[config.mk]
export PLATFORM = sky130hd
export DESIGN_NAME = spot_box_overlay
export DESIGN_NICKNAME = d
export VERILOG_FILES = /design/src/rtl/spot_box_overlay_pkg.sv /design/src/rtl/spot_box_overlay_border.sv /design/src/rtl/spot_box_overlay.sv
export SDC_FILE = /design/constraint.sdc
export NUM_CORES = 1
export LEC_CHECK = 0
export CORE_ASPECT_RATIO = 2
export CORE_MARGIN = 2
export CORE_UTILIZATION = 40
export CTS_BUF_LIST = sky130_fd_sc_hd__clkbuf_4 sky130_fd_sc_hd__clkbuf_8
export DETAILED_ROUTE_END_ITERATION = 12
export GPL_TIMING_DRIVEN = 0
export SYNTH_ARGS = -nofsm -noshare
export SYNTH_HDL_FRONTEND = slang
export SYNTH_SLANG_ARGS = --single-unit
[constraint.sdc]
create_clock -name clk -period 3.71 [get_ports clk]
set_input_delay 0.371 -clock clk [delete_from_list [all_inputs] [get_ports clk]]
set_output_delay 0.371 -clock clk [all_outputs]
set_load 0.005 [all_outputs]
[src/rtl/spot_box_overlay_pkg.sv]
// Shared video-overlay definitions: default geometry, colour constants and
// the coordinate-set record passed between spot detector and overlay.
package spot_box_overlay_pkg;

    localparam logic [10:0] DEF_IMG_HDISP        = 11'd1280;
    localparam logic [10:0] DEF_IMG_VDISP        = 11'd720;
    localparam logic [9:0]  DEF_BOX_WIDTH        = 10'd100;
    localparam logic [9:0]  DEF_BOX_HEIGHT       = 10'd100;
    localparam logic [3:0]  DEF_BORDER_THICKNESS = 4'd2;
    localparam logic [3:0]  DEF_MISS_LIMIT       = 4'd4;

    localparam logic [23:0] RGB_RED   = 24'hFF0000;
    localparam logic [23:0] RGB_GREEN = 24'h00FF00;
    localparam logic [23:0] RGB_WHITE = 24'hFFFFFF;
    localparam logic [23:0] RGB_BLACK = 24'h000000;

    typedef struct packed {
        logic        valid;
        logic [10:0] x1;
        logic [15:0] y1;
        logic [10:0] x2;
        logic [15:0] y2;
    } coord_set_t;

    // Box 1 outranks box 2; outside any border the binary pixel shows through.
    function automatic logic [23:0] overlay_rgb(input logic clken, input logic hit1,
                                                input logic hit2, input logic pix);
        logic [23:0] rgb;
        if (!clken)
            rgb = RGB_BLACK;
        else if (hit1)
            rgb = RGB_RED;
        else if (hit2)
            rgb = RGB_GREEN;
        else if (pix)
            rgb = RGB_WHITE;
        else
            rgb = RGB_BLACK;
        return rgb;
    endfunction

endpackage

[src/rtl/spot_box_overlay_border.sv]
// Clamped box bounds around one spot centre, latched once per frame, and the
// border-pixel test against the current pixel position.
module box_border_hit
    import spot_box_overlay_pkg::*;
#(
    parameter logic [10:0] IMG_HDISP = DEF_IMG_HDISP,
    parameter logic [10:0] IMG_VDISP = DEF_IMG_VDISP,
    parameter logic [9:0]  HALF_W    = DEF_BOX_WIDTH >> 1,
    parameter logic [9:0]  HALF_H    = DEF_BOX_HEIGHT >> 1,
    parameter logic [3:0]  BORDER    = DEF_BORDER_THICKNESS
) (
    input  logic        clk,
    input  logic        rst_n,
    input  logic        i_load,
    input  logic        i_en,
    input  logic [10:0] i_cx,
    input  logic [15:0] i_cy,
    input  logic [10:0] i_px,
    input  logic [10:0] i_py,
    output logic        o_hit
);

    localparam logic [16:0] W_HDISP = {6'd0, IMG_HDISP};
    localparam logic [16:0] W_VDISP = {6'd0, IMG_VDISP};
    localparam logic [16:0] W_HW    = {7'd0, HALF_W};
    localparam logic [16:0] W_HH    = {7'd0, HALF_H};
    localparam logic [16:0] W_T     = {13'd0, BORDER};

    logic [16:0] w_cx, w_cy, w_xsum, w_ysum;
    logic [16:0] w_xmin_nx, w_xmax_nx, w_ymin_nx, w_ymax_nx;
    logic [16:0] r_xmin, r_xmax, r_ymin, r_ymax;
    logic [16:0] w_px, w_py;
    logic        w_inside, w_edge;

    assign w_cx   = {6'd0, i_cx};
    assign w_cy   = {1'b0, i_cy};
    assign w_xsum = w_cx + W_HW;
    assign w_ysum = w_cy + W_HH;

    always_comb begin
        w_xmin_nx = (w_cx > W_HW)      ? w_cx - W_HW : '0;
        w_xmax_nx = (w_xsum < W_HDISP) ? w_xsum      : W_HDISP - 17'd1;
        w_ymin_nx = (w_cy > W_HH)      ? w_cy - W_HH : '0;
        w_ymax_nx = (w_ysum < W_VDISP) ? w_ysum      : W_VDISP - 17'd1;
    end

    always_ff @(posedge clk or negedge rst_n) begin
        if (!rst_n) begin
            r_xmin <= '0;
            r_xmax <= '0;
            r_ymin <= '0;
            r_ymax <= '0;
        end else if (i_load) begin
            r_xmin <= w_xmin_nx;
            r_xmax <= w_xmax_nx;
            r_ymin <= w_ymin_nx;
            r_ymax <= w_ymax_nx;
        end
    end

    assign w_px = {6'd0, i_px};
    assign w_py = {6'd0, i_py};

    // "p > max - T" is written as "p + T > max" so a small max cannot underflow.
    assign w_inside = (w_px >= r_xmin) && (w_px <= r_xmax) &&
                      (w_py >= r_ymin) && (w_py <= r_ymax);
    assign w_edge   = (w_px < r_xmin + W_T) || (w_px + W_T > r_xmax) ||
                      (w_py < r_ymin + W_T) || (w_py + W_T > r_ymax);
    assign o_hit    = i_en && w_inside && w_edge;

endmodule

[src/rtl/spot_box_overlay.sv]
// Draws red/green border boxes around two detected spots on a binary video
// stream, with a two-cycle pipeline and frame-synchronous coordinate update.
module spot_box_overlay
    import spot_box_overlay_pkg::*;
#(
    parameter logic [10:0] IMG_HDISP        = DEF_IMG_HDISP,
    parameter logic [10:0] IMG_VDISP        = DEF_IMG_VDISP,
    parameter logic [9:0]  BOX_WIDTH        = DEF_BOX_WIDTH,
    parameter logic [9:0]  BOX_HEIGHT       = DEF_BOX_HEIGHT,
    parameter logic [3:0]  BORDER_THICKNESS = DEF_BORDER_THICKNESS,
    parameter logic [3:0]  MISS_LIMIT       = DEF_MISS_LIMIT
) (
    input  logic        clk,
    input  logic        rst_n,
    input  logic        per_frame_vsync,
    input  logic        per_frame_href,
    input  logic        per_frame_clken,
    input  logic        per_img_Bit,
    input  logic [10:0] x_max_1,
    input  logic [15:0] y_max_1,
    input  logic [10:0] x_max_2,
    input  logic [15:0] y_max_2,
    input  logic        coords_valid,
    output logic        post_frame_vsync,
    output logic        post_frame_href,
    output logic        post_frame_clken,
    output logic [23:0] post_img_rgb,
    output logic [1:0]  boxes_active
);

    localparam logic [9:0] HALF_W = BOX_WIDTH >> 1;
    localparam logic [9:0] HALF_H = BOX_HEIGHT >> 1;

    logic        r_vs_d1, r_hr_d1, r_ck_d1, r_bit_d1;
    logic [1:0]  r_hit;
    logic [10:0] r_x_cnt, r_y_cnt;
    coord_set_t  r_pend, r_act, w_act_nx;
    logic [3:0]  r_miss, w_miss_nx;
    logic [1:0]  w_en_nx;
    logic        w_frame_start;
    logic        w_hit1, w_hit2;

    assign w_frame_start = per_frame_vsync & ~r_vs_d1;

    always_ff @(posedge clk or negedge rst_n) begin
        if (!rst_n) begin
            r_vs_d1          <= 1'b0;
            r_hr_d1          <= 1'b0;
            r_ck_d1          <= 1'b0;
            r_bit_d1         <= 1'b0;
            r_hit            <= '0;
            post_frame_vsync <= 1'b0;
            post_frame_href  <= 1'b0;
            post_frame_clken <= 1'b0;
            post_img_rgb     <= '0;
        end else begin
            r_vs_d1          <= per_frame_vsync;
            r_hr_d1          <= per_frame_href;
            r_ck_d1          <= per_frame_clken;
            r_bit_d1         <= per_img_Bit;
            r_hit            <= {w_hit2, w_hit1};
            post_frame_vsync <= r_vs_d1;
            post_frame_href  <= r_hr_d1;
            post_frame_clken <= r_ck_d1;
            post_img_rgb     <= overlay_rgb(r_ck_d1, r_hit[0], r_hit[1], r_bit_d1);
        end
    end

    always_ff @(posedge clk or negedge rst_n) begin
        if (!rst_n) begin
            r_x_cnt <= '0;
            r_y_cnt <= '0;
        end else if (w_frame_start) begin
            r_x_cnt <= '0;
            r_y_cnt <= '0;
        end else if (per_frame_clken) begin
            if (r_x_cnt == IMG_HDISP - 11'd1) begin
                r_x_cnt <= '0;
                r_y_cnt <= r_y_cnt + 11'd1;
            end else begin
                r_x_cnt <= r_x_cnt + 11'd1;
            end
        end
    end

    // State the frame will run with; also feeds the per-frame bound latch.
    always_comb begin
        w_act_nx  = r_act;
        w_miss_nx = r_miss;
        if (r_pend.valid) begin
            w_act_nx  = r_pend;
            w_miss_nx = '0;
        end else if (r_miss < MISS_LIMIT) begin
            w_miss_nx = r_miss + 4'd1;
        end
        w_en_nx[0] = w_act_nx.valid && (w_miss_nx < MISS_LIMIT) &&
                     (w_act_nx.y1 < {5'd0, IMG_VDISP});
        w_en_nx[1] = w_act_nx.valid && (w_miss_nx < MISS_LIMIT) &&
                     (w_act_nx.y2 < {5'd0, IMG_VDISP});
    end

    // A strobe on the frame-start cycle wins over the clear, so it lands in
    // pending and is only consumed at the following frame start.
    always_ff @(posedge clk or negedge rst_n) begin
        if (!rst_n) begin
            r_pend <= '0;
        end else if (coords_valid) begin
            r_pend <= {1'b1, x_max_1, y_max_1, x_max_2, y_max_2};
        end else if (w_frame_start) begin
            r_pend.valid <= 1'b0;
        end
    end

    always_ff @(posedge clk or negedge rst_n) begin
        if (!rst_n) begin
            r_act        <= '0;
            r_miss       <= '0;
            boxes_active <= '0;
        end else if (w_frame_start) begin
            r_act        <= w_act_nx;
            r_miss       <= w_miss_nx;
            boxes_active <= w_en_nx;
        end
    end

    box_border_hit #(
        .IMG_HDISP (IMG_HDISP),
        .IMG_VDISP (IMG_VDISP),
        .HALF_W    (HALF_W),
        .HALF_H    (HALF_H),
        .BORDER    (BORDER_THICKNESS)
    ) u_box1 (
        .clk    (clk),
        .rst_n  (rst_n),
        .i_load (w_frame_start),
        .i_en   (boxes_active[0]),
        .i_cx   (w_act_nx.x1),
        .i_cy   (w_act_nx.y1),
        .i_px   (r_x_cnt),
        .i_py   (r_y_cnt),
        .o_hit  (w_hit1)
    );

    box_border_hit #(
        .IMG_HDISP (IMG_HDISP),
        .IMG_VDISP (IMG_VDISP),
        .HALF_W    (HALF_W),
        .HALF_H    (HALF_H),
        .BORDER    (BORDER_THICKNESS)
    ) u_box2 (
        .clk    (clk),
        .rst_n  (rst_n),
        .i_load (w_frame_start),
        .i_en   (boxes_active[1]),
        .i_cx   (w_act_nx.x2),
        .i_cy   (w_act_nx.y2),
        .i_px   (r_x_cnt),
        .i_py   (r_y_cnt),
        .o_hit  (w_hit2)
    );

endmodule

# Yosys cells after proc, flatten, opt, wreduce, memory -nomap -nowiden
# Index checks and enable logic that the tools add are counted.
dict set report totals {
  ff_bits 307
  latchBits 0
  mem_bits_ro 0
  ram_bits 0
  output_inout_bits 29
  wordCells 125
  n_memories 0
}
dict set report op_classes {
  n_eq_ne 1
  multipliers 0
  div 0
  mux 23
  reduce_logical 23
  shifts 0
  magnitude_cmp 28
  bitwise_logic 2
  n_addsub 17
}
# op n
set ops {}
lappend ops {{2-to-1 mux 17 bit} 8}
lappend ops {{2-to-1 mux 24 bit} 4}
lappend ops {{adder 17 x 2 -> 17 bit, second input constant} 4}
lappend ops {{greater-or-equal comparator 11 x 17 -> 1 bit} 4}
lappend ops {{> comparator 17 bit} 4}
lappend ops {{<= comparator 11 x 17 -> 1 bit} 4}
lappend ops {{less-than comparator 11 x 17 -> 1 bit} 4}
lappend ops {{2-to-1 mux 11 bit} 6}
lappend ops {{2-to-1 mux 55 bit} 1}
lappend ops {{adder 16 x 6 -> 17 bit, second input constant} 2}
lappend ops {{less-than comparator 17 x 10 -> 1 bit, second input constant} 2}
lappend ops {{less-than comparator 17 x 11 -> 1 bit, second input constant} 2}
lappend ops {{subtractor 16 x 6 -> 17 bit, second input constant} 2}
lappend ops {{> comparator 16 x 6 -> 1 bit, second input constant} 2}
lappend ops {{less-than comparator 16 x 10 -> 1 bit, second input constant} 2}
lappend ops {{adder 11 x 2 -> 12 bit, second input constant} 2}
lappend ops {{adder 11 x 6 -> 12 bit, second input constant} 2}
lappend ops {{subtractor 11 x 6 -> 12 bit, second input constant} 2}
lappend ops {{adder 11 x 1 -> 11 bit, second input constant} 2}
lappend ops {{> comparator 11 x 6 -> 1 bit, second input constant} 2}
lappend ops {{logical AND 1 bit} 13}
lappend ops {{== test 11 bit, second input constant} 1}
lappend ops {{less-than comparator 4 x 3 -> 1 bit, second input constant} 2}
lappend ops {{2-to-1 mux 4 bit} 2}
lappend ops {{7 further kinds} 15}

# Logic depth before layout (Yosys ltp)
# Gate-level depths: netlist of run 1.
dict set report logic_depth {
  ltp_word 6
  depth_mapped 15
}

# Modules after synthesis
# From an unflattened synthesis of run 1, not the netlist that was laid out.
dict set report hier_totals {
  cells_unflattened 1860
  area_unflattened_um2 18255.0
}
# module cells_per_inst seq_area_each_um2 area_per_inst_um2 n_inst
set modules_own_cells {}
lappend modules_own_cells {spot_box_overlay 501 3753.6 6741.5 1}
lappend modules_own_cells {{box_border_hit at u_box1} 685 1451.4 5784.3 1}
lappend modules_own_cells {{box_border_hit at u_box2} 674 1451.4 5729.2 1}

# Least setup slack after synthesis of run 1
# OpenSTA, ideal clock, no wires.
dict set report synth_timing {
  path_type {reg2reg}
  start {register r_y_cnt[1]}
  end {register r_hit[1]}
  stages_incl_launch_ff 15
  n_path_buf 0
  synth_period_minus_slack_ns 3.366
  arrival_time_ns 3.247
  path_slack_ns 0.344
  path_cell_list {dfrtp_1 -> ha_1 -> and3_1 -> and3_1 -> nand3_1 -> xnor2_1 -> ha_1 -> nand3_1 -> nor4_1 -> nor3_1 -> a2111oi_0 -> nand4_1 -> a2111oi_0 -> nand4_1 -> and3_1}
}
dict set report synth_between {
  elab_chain_len 5
}
# element line
set synth_lines {}
lappend synth_lines {{start: declaration} spot_box_overlay.sv:36} ;# logic [10:0] r_x_cnt, r_y_cnt;
lappend synth_lines {{start signal: assignment} spot_box_overlay.sv:79} ;# r_y_cnt <= r_y_cnt + 11'd1;
lappend synth_lines {{parallel branches: the longest is 4 deep, another holds > comparator 17 bit} --}
lappend synth_lines {{logical AND 1 bit *} spot_box_overlay_border.sv:69} ;# assign o_hit = i_en && w_inside && w_edge;
lappend synth_lines {{named net u_box2.o_hit} spot_box_overlay_border.sv:20} ;# output logic o_hit
lappend synth_lines {{end signal: assignment} spot_box_overlay.sv:61} ;# r_hit <= {w_hit2, w_hit1};
lappend synth_lines {{end: declaration} spot_box_overlay.sv:35} ;# logic [1:0] r_hit;
# Mark *: on every way through the listed nets, which the timed path passes.
# A chain may end at the register's enable or synchronous reset.

# Final worst setup path of run 1
# Ends and elaborated chain as after synthesis.

==> results of run 1 <==
## synthesized netlist by cell type, drive strengths merged, types with 37 or more instances
cell type    n  area (sq um)
mux2       112          1260
clkbuf      37           139
ha         193          2410
xnor2       93           815
dfrtp      266          6660
a21oi       57           297
buf         41           309
nand3       60           300
nor3        43           236
nand2      129           484
o21ai       94           474
inv        118           443
mux2i       51           574
nor2       123           464
## cells by family after synthesis
logic type | count (synthesis) | synth area share
flops | 266 | 0.371
simple gates | 512 | 0.141
buf+inv | 196 | 0.0497
compound gates | 376 | 0.138
mux | 163 | 0.102
xor+xnor | 128 | 0.0625
fa+ha+maj | 193 | 0.135
## through the flow
step	setup TNS [ps]	util	instance area, sq um	instances	hold slack (ps)
6_report	0	0.471	20800	2565	208
5_1_grt	-1.13	0.471	20800	2565	202
4_1_cts	0	0.469	20700	2564	163
3_5_place_dp	-1400	0.443	19600	2479	350
3_3_place_gp	-2461390	0.442	19500	2477	339
2_1_floorplan	0	-	17900	1834	75.4
## registers in the layout, indices dropped and copies added (netlist names)
register / flops
r_bit_d1: 1
post_img_rgb: 3
u_box2.r_ymax: 17
u_box1.r_xmax: 12
r_x_cnt: 11
r_act: 55
r_hr_d1: 1
u_box1.r_ymin: 17
boxes_active: 2
r_vs_d1: 1
u_box1.r_ymax: 17
r_y_cnt: 11
u_box2.r_ymin: 17
r_ck_d1: 1
u_box1.r_xmin: 12
u_box2.r_xmin: 12
post_frame_href: 1
r_hit: 2
post_frame_clken: 1
u_box2.r_xmax: 12
r_miss: 4
post_frame_vsync: 1
r_pend: 55
## cell type report
cell class	count	area (sq um)	share of cell area
multi-input combinational	1372	10500	0.505
buffer	77	445	0.0214
timing repair buffer	100	1020	0.0490
clock inverter	12	196	0.00944
clock buffer	64	818	0.0393
sequential	266	6670	0.321
inverter	118	443	0.0213
antenna	1	2.50	0.000120
tap	555	694	0.0334
## power breakdown
group / leakage (nW) / total, mW / switching [mW] / internal (mW)
combinational: 5.69 / 2.59 / 1.44 / 1.15
clock: 0.534 / 3.04 / 1.28 / 1.76
sequential: 3.22 / 3.69 / 0.370 / 3.32
## what timing repair did
item / 4_1_cts / 5_1_grt
pin swaps: 4 / 7
endpoints found under the setup margin: 2 / 7
hold buffers: 1 / 0
setup buffers: 8 / 1
hold endpoints to repair: 99 / 0
resized for setup: 19 / 22
## worst paths after layout
check                                        from                        end  slack, ps  cells past startpoint
max                        r_y_cnt[1]$_DFFE_PN0P_         r_hit[1]$_DFF_PN0_        130                     14
max reg2reg                r_y_cnt[1]$_DFFE_PN0P_         r_hit[1]$_DFF_PN0_        130                     14
min reg2reg                     r_hr_d1$_DFF_PN0_  post_frame_href$_DFF_PN0_        360                      0
max in group asynchronous                   rst_n     r_pend[11]$_DFFE_PN0P_       2350                      3
min                                per_frame_href          r_hr_d1$_DFF_PN0_        210                      1
min in group asynchronous                   rst_n     r_pend[51]$_DFFE_PN0P_        360                      2
## layer usage
metal | up-vias | routed length (um) | global-route usage | part of all wire
li1 | 6875 | - | - | -
met1 | 6943 | 19400 | 0.240 | 0.36
met2 | 353 | 29300 | 0.456 | 0.55
met3 | 167 | 1570 | 0.0208 | 0.029
met4 | 0 | 3440 | 0.130 | 0.064
met5 | - | 0 | 0 | 0
## worst max-delay path: cells and delay by family (launching register included)
kind	cells	cell delay (ps)
simple gates	9	1590
compound gates	2	740
fa+ha+maj	2	490
flops	1	460
xor+xnor	1	170
==> metrics.txt, run 1 <==
status finished, final reports clean; CTS Buffer Depth 3; post-detail-place hpwl 43.1 mm; critical path type reg -> reg; Wirelength per Cell between 20 and 25 um; Slew headroom 0.172; IO Count 90; HP Class in -> reg; vias in the first global route between 10000 and 15000; Final Slew Violations 0; CTS tree done; total power 9.32 mW; Post-Syn Instances between 1500 and 2000; most common cell after layout, fill and taps aside dfrtp_1; Yosys reg bits about 270; clock sinks 266; Place WS -1310 ps; Data arrival, critical path 4060 ps; sequential area share after synthesis 0.371; worst-margin pin slew approximately 1200 ps; VDD IR max about 0.35 mV; most frequent cells in the layout 252 x dfrtp_1, 192 x ha_1, 129 x nand2_1; Avg Cell Area, Syn 9.78 sq um; synthesized netlist net count 2088; Die H around 300 um; number of fill cells 4290; Final min period roughly 3600 ps; initial DRC count 634; row count around 110; area grow syn2layout 16.0%; Yosys cell types 83; Hold Violations, Final 0; largest net degree at the start of global routing around 100; vias per cell 5.59; leakage power 9.44 nW; crit path cell chain ha_4 > and3_4 > and3_4 > nand3_2 > xnor2_2 > ha_1 > nand3_2 > nor4_4 > nor3_2 > a2111oi_2 > nand4_1 > a2111oi_4 > nand4_1 > and3_1; synth warn 0; clk slew on worst S/H paths approximately 80 ps; CP required ~4200 ps; Routed WL about 54 mm; first-pass GRT wire length approximately 84 mm; Total GRT Usage 0.233; Max stage delay on crit path 460 ps; Clock Tree Root clkbuf_8; GP Congestion slightly above 0.9; skew final 30.3 ps; CP startpoint kind flop; DRT Pass-1 Iters 5; Congestion Overflow GR 0; Primary FF master, synth dfrtp_1; EDFF count, synth 0; core area 0.0442 sq mm; CTS Buf Count 42; Final ANT Viol Nets 0; Critical Path Fanout Max 4; fin nets approximately 2200; DIE AREA about 0.047 sq mm; H-tree depth 2; post-synthesis async set-or-reset flop share 1.00; initial antenna violation count 1; max_cap viols 0; Die W ~150 um; CP max-delay cell dfrtp_2; share of layout cells above drive strength 1 0.147; Setup violations, final 0; Worst setup EP type flop; fmax ~0.28 GHz; final worst-path setup slack around 130 ps; worst skew pair latency between 600 and 700 ps; Starting Density 0.406; # port buffers 88; # DRC 0; Final Cycle Share 0.966; Via Count roughly 14000; Synth Cell Area ~0.018 sq mm; pwr dens 448 mW/mm^2
(Power assumes the default switching activity.)
==> run 2: changes to the inputs <==
- clock period: 3.71 -> 4.4 ns (I/O delays scaled with it)
==> metrics.txt, run 2 (synthesized netlist as in run 1, its figures left out) <==
area grow syn2layout 15.0% (was 16.0%); final worst-path setup slack 224 ps (was 126 ps); Clock Tree Root clkbuf_8 (unchanged); fin nets 2223 (was 2231); Slew headroom 0.187 (was 0.172); initial antenna violation count 1 (unchanged); Place WS -620 ps (was -1310 ps); DIE AREA 0.0467 sq mm (unchanged); critical path's most frequent cell and3_1; Routed WL 53.5 mm (was 53.8 mm); skew final 27.6 ps (was 30.3 ps); Die W 154 um (unchanged); H-tree depth 2 (unchanged); Hold Violations, Final 0 (unchanged); first-pass GRT wire length 84.1 mm (was 84.5 mm); CP max-delay cell dfrtp_2 (unchanged); Congestion Overflow GR 0 (unchanged); crit path cell chain ha_1 > and3_1 > and3_1 > nand3_1 > xnor2_1 > ha_1 > nand3_1 > nor4_1 > nor3_1 > a2111oi_1 > nand4_1 > a2111oi_4 > nand4_1 > and3_1 (was ha_4 > and3_4 > and3_4 > nand3_2 > xnor2_2 > ha_1 > nand3_2 > nor4_4 > nor3_2 > a2111oi_2 > nand4_1 > a2111oi_4 > nand4_1 > and3_1); vias per cell 5.59 (about the same); Setup violations, final 0 (unchanged); final core occ 0.467 (was 0.471); pwr dens 380 mW/mm^2 (was 448 mW/mm^2); HP Class in -> reg (unchanged); Starting Density 0.406 (unchanged); worst-margin pin slew 1190 ps (was 1210 ps); clock sinks 266 (unchanged); IO Count 90 (unchanged); status finished, final reports clean (unchanged); CTS tree done (unchanged); postcts setup bufs 0 (was 8); leakage power 9.39 nW (was 9.44 nW); Via Count 14300 (about the same); RSZ-0062 raised after global routing false; worst skew pair latency 610 ps (about the same); Final Cycle Share 0.949 (was 0.966); clk slew on worst S/H paths 80 ps (about the same); Data arrival, critical path 4650 ps (was 4060 ps); most frequent cells in the layout 263 x dfrtp_1, 193 x ha_1, 129 x nand2_1 (was 252 x dfrtp_1, 192 x ha_1, 129 x nand2_1); max_cap viols 0 (unchanged); Final ANT Viol Nets 0 (unchanged); Final min period 4180 ps (was 3580 ps); largest net degree at the start of global routing 102 (unchanged); vias in the first global route 15000 (about the same); initial DRC count 635 (was 634); share of layout cells above drive strength 1 0.129 (was 0.147); row count 109 (unchanged); core area 0.0442 sq mm (unchanged); Die H 304 um (unchanged); Max stage delay on crit path 580 ps (was 460 ps); VDD IR max 0.295 mV (was 0.350 mV); fmax 0.239 GHz (was 0.279 GHz); CTS Buf Count 42 (unchanged); CTS Buffer Depth 3 (unchanged); CP required 4880 ps (was 4190 ps); CP startpoint kind flop (unchanged); DRT Pass-1 Iters 6 (was 5); top flop regs r_act (55), r_pend (55) (unchanged); Total GRT Usage 0.232 (was 0.233); post-detail-place hpwl 43.1 mm (unchanged); # DRC 0 (unchanged); worst reg2reg setup slack 220 ps (was 130 ps); Critical Path Fanout Max 13 (was 4); most common cell after layout, fill and taps aside dfrtp_1 (unchanged); Final Slew Violations 0 (unchanged); Wirelength per Cell 20.9 um (was 21.0 um); critical path type reg -> reg (unchanged); GP Congestion 0.929 (unchanged); Worst setup EP type flop (unchanged); # port buffers 88 (unchanged)
run 2: cell types whose count changed in the layout (fill, tap and decap cells not counted), sizes merged:
| cell | change |
|---|---|
| buf | -9 |
| clkbuf | +1 |
run 2: power breakdown:
part           internal, mW  switching, mW
Clock                  1.49           1.08
Sequential             2.79          0.313
Combinational         0.961           1.21
Total                  5.24           2.60
run 2: critical path, delay by kind of cell (launching register included):
family | cells | cell delay (ps)
AND/OR/NAND/NOR | 9 | 1820
AO/OA/AOI/OAI | 2 | 870
flip-flops | 1 | 580
adder cells (fa/ha/maj) | 2 | 570
XOR/XNOR | 1 | 200
run 2: area by class of cell:
type	count	area, sq um
fillers	4298	23600
multi-input cells	1372	10400
flip-flops and latches	266	6660
repair buffers	91	951
clock buffers	64	818
well taps	555	694
plain buffers	78	448
inverters	118	443
clock inverters	12	196
diodes	1	2.50
run 2: final timing paths:
path | endpoint | start | cells past startpoint
max | r_hit[1]$_DFF_PN0_ | r_y_cnt[1]$_DFFE_PN0P_ | 14
max reg2reg | r_hit[1]$_DFF_PN0_ | r_y_cnt[1]$_DFFE_PN0P_ | 14
min in group asynchronous | r_pend[51]$_DFFE_PN0P_ | rst_n | 2
max in group asynchronous | r_pend[11]$_DFFE_PN0P_ | rst_n | 3
min | r_hr_d1$_DFF_PN0_ | per_frame_href | 1
min reg2reg | post_frame_href$_DFF_PN0_ | r_hr_d1$_DFF_PN0_ | 0
run 2: through the flow:
step | setup TNS, ps | power (mW) | cell area (sq um) | cells | hold WS [ps]
6_report | 0 | 7.85 | 20600 | 2557 | 280
5_1_grt | 0 | 8.30 | 20600 | 2557 | 271
4_1_cts | 0 | 7.91 | 20600 | 2556 | 232
3_5_place_dp | -620 | 5.31 | 19600 | 2479 | 350
3_3_place_gp | -2295430 | 5.23 | 19500 | 2477 | 339
2_1_floorplan | 0 | 4.61 | 17900 | 1834 | 144
run 2: repair_timing:
action                                  CTS  global route
hold buffers                              1             0
cloned                                    0             0
endpoints found under the setup margin    1             1
resized for setup                         4             3
hold endpoints to repair                 99             0
pin swaps                                 0             0
run 2: layer usage:
metal  vias to the layer above  wire [um]  part of all wire  track usage
met3                       165       1640             0.031       0.0208
met5                         -          0                 0            0
met2                       394      29000              0.54        0.451
met4                         0       3500             0.065        0.136
met1                      6874      19300              0.36        0.238
li1                       6862          -                 -            -
==> run 3: changes to the inputs <==
- HOLD_SLACK_MARGIN: not set -> 0.03
- PLACE_DENSITY: not set -> 0.57
==> metrics.txt, run 3 (synthesized netlist as in run 1, its figures left out) <==
core area 0.0442 sq mm (unchanged); H-tree depth 2 (unchanged); Starting Density 0.406 (unchanged); Clock Tree Root clkbuf_8 (unchanged); clk slew on worst S/H paths 60 ps (was 80 ps); worst skew pair latency 610 ps (about the same); crit path cell chain ha_1 > and3_1 > and3_1 > nand3_1 > xnor2_1 > ha_1 > nand3_1 > nor4_1 > nor3_1 > a2111oi_1 > nand4_1 > a2111oi_4 > nand4_1 > and3_1 (unchanged); clock sinks 266 (unchanged); Max stage delay on crit path 550 ps (was 580 ps); leakage power 9.37 nW (was 9.39 nW); Slew headroom 0.329 (was 0.187); number of fill cells 4369 (was 4298); CP startpoint kind flop (unchanged); Via Count 14300 (about the same); most frequent cells in the layout 263 x dfrtp_1, 193 x ha_1, 129 x nand2_1 (unchanged); critical path type reg -> reg (unchanged); initial DRC count 584 (was 635); Hold Violations, Final 0 (unchanged); fin nets 2227 (was 2223); skew final 45.5 ps (was 27.6 ps); CTS Buf Count 42 (unchanged); Final Cycle Share 0.899 (was 0.949); Multi-input gate area 0.0104 sq mm (unchanged); CP Buf/Inv Count 0 (unchanged); Congestion Overflow GR 0 (unchanged); Die H 304 um (unchanged); DIE AREA 0.0467 sq mm (unchanged); fmax 0.253 GHz (was 0.239 GHz); # port buffers 88 (unchanged); largest net degree at the start of global routing 90 (was 102); Critical Path Fanout Max 13 (unchanged); CP required 4850 ps (was 4880 ps); Total GRT Usage 0.232 (about the same); RSZ-0062 raised after global routing false (unchanged); Final ANT Viol Nets 0 (unchanged); Wirelength per Cell 21.0 um (was 20.9 um); share of layout cells above drive strength 1 0.130 (was 0.129); setup TNS 0 ps (unchanged); cell family with most CP delay simple AND/OR/NAND/NOR gates (unchanged); Worst setup EP type flop (unchanged); Final Slew Violations 0 (unchanged); worst-margin pin slew 981 ps (was 1190 ps); Data arrival, critical path 4410 ps (was 4650 ps); CTS Buffer Depth 3 (unchanged); row count 109 (unchanged); CTS tree done (unchanged); VDD IR max 0.265 mV (was 0.295 mV); most common cell after layout, fill and taps aside dfrtp_1 (unchanged); Final min period 3950 ps (was 4180 ps); initial antenna violation count 1 (unchanged); Storage cell area 0.00666 sq mm (about the same); vias in the first global route 14800 (was 15000); GP Congestion 0.901 (was 0.929); vias per cell 5.61 (was 5.59); area grow syn2layout 14.8% (was 15.0%); top flop regs r_act (55), r_pend (55) (unchanged); HP Class in -> reg (unchanged); Routed WL 53.6 mm (was 53.5 mm); CP max-delay cell dfrtp_4 (was dfrtp_2); pwr dens 372 mW/mm^2 (was 380 mW/mm^2); max_cap viols 0 (unchanged); critical path's most frequent cell and3_1 (unchanged); final core occ 0.466 (was 0.467); status finished, final reports clean (unchanged); Die W 154 um (unchanged); post-detail-place hpwl 43.5 mm (was 43.1 mm); IO Count 90 (unchanged); Setup violations, final 0 (unchanged); # DRC 0 (unchanged); first-pass GRT wire length 83.8 mm (was 84.1 mm); DRT Pass-1 Iters 5 (was 6)
## run 3: cell types whose count changed in the layout (fill, tap and decap cells not counted), sizes merged
cell | previous run | this run
inv | 120 | 119
clkbuf | 101 | 100
clkinvlp | 0 | 2
buf | 44 | 48
bufinv | 5 | 3
clkinv | 5 | 4
## run 3: repair_timing
item,CTS,global route
hold endpoints to repair,29,0
endpoints found under the setup margin,1,1
hold buffers,1,0
buffers inserted,0,3
pin swaps,0,1
gates resized for setup,4,4
cloned,0,0
## run 3: power by group
group          internal (mW)  leakage [nW]  switching, mW
registers               2.79          3.24          0.314
logic                  0.963          5.65           1.20
clock network           1.33         0.488           1.06
total                   5.09          9.37           2.57
## run 3: area by class of cell
cell class	count	area share
Buffer	78	0.0217
Antenna cell	1	0.000121
Sequential cell	266	0.323
Tap cell	555	0.0337
Clock inverter	10	0.00704
Clock buffer	63	0.0384
Multi-Input combinational cell	1372	0.505
Inverter	118	0.0215
Timing Repair Buffer	95	0.0486
## run 3: metrics by stage
step / power (mW) / setup WS, ps / instances / instance area (sq um) / hold WS (ps)
after floorplan: 4.61 / 1030 / 1834 / 17900 / 144
after global placement: 5.25 / -8740 / 2477 / 19500 / 342
after detailed placement: 5.31 / -645 / 2480 / 19600 / 313
after CTS: 7.73 / 116 / 2554 / 20600 / 260
after global routing: 8.14 / 83.4 / 2558 / 20600 / 277
final: 7.66 / 445 / 2558 / 20600 / 284
## run 3: path summary, 6_finish.rpt
check	start	endpoint	slack [ps]	cells after the start
min	per_frame_href	r_hr_d1$_DFF_PN0_	280	1
max	r_y_cnt[1]$_DFFE_PN0P_	r_hit[1]$_DFF_PN0_	450	14
min reg2reg	r_hr_d1$_DFF_PN0_	post_frame_href$_DFF_PN0_	350	0
min in group asynchronous	rst_n	u_box1.r_xmin[1]$_DFFE_PN0P_	290	2
max reg2reg	r_y_cnt[1]$_DFFE_PN0P_	r_hit[1]$_DFF_PN0_	450	14
max in group asynchronous	rst_n	r_pend[7]$_DFFE_PN0P_	2670	5
## run 3: metal layers
metal	vias to the layer above	GRT usage	wire [um]
met5	-	0	0
met4	0	0.139	3590
met3	162	0.0215	1520
met2	366	0.446	29000
met1	6950	0.240	19500
li1	6863	-	-
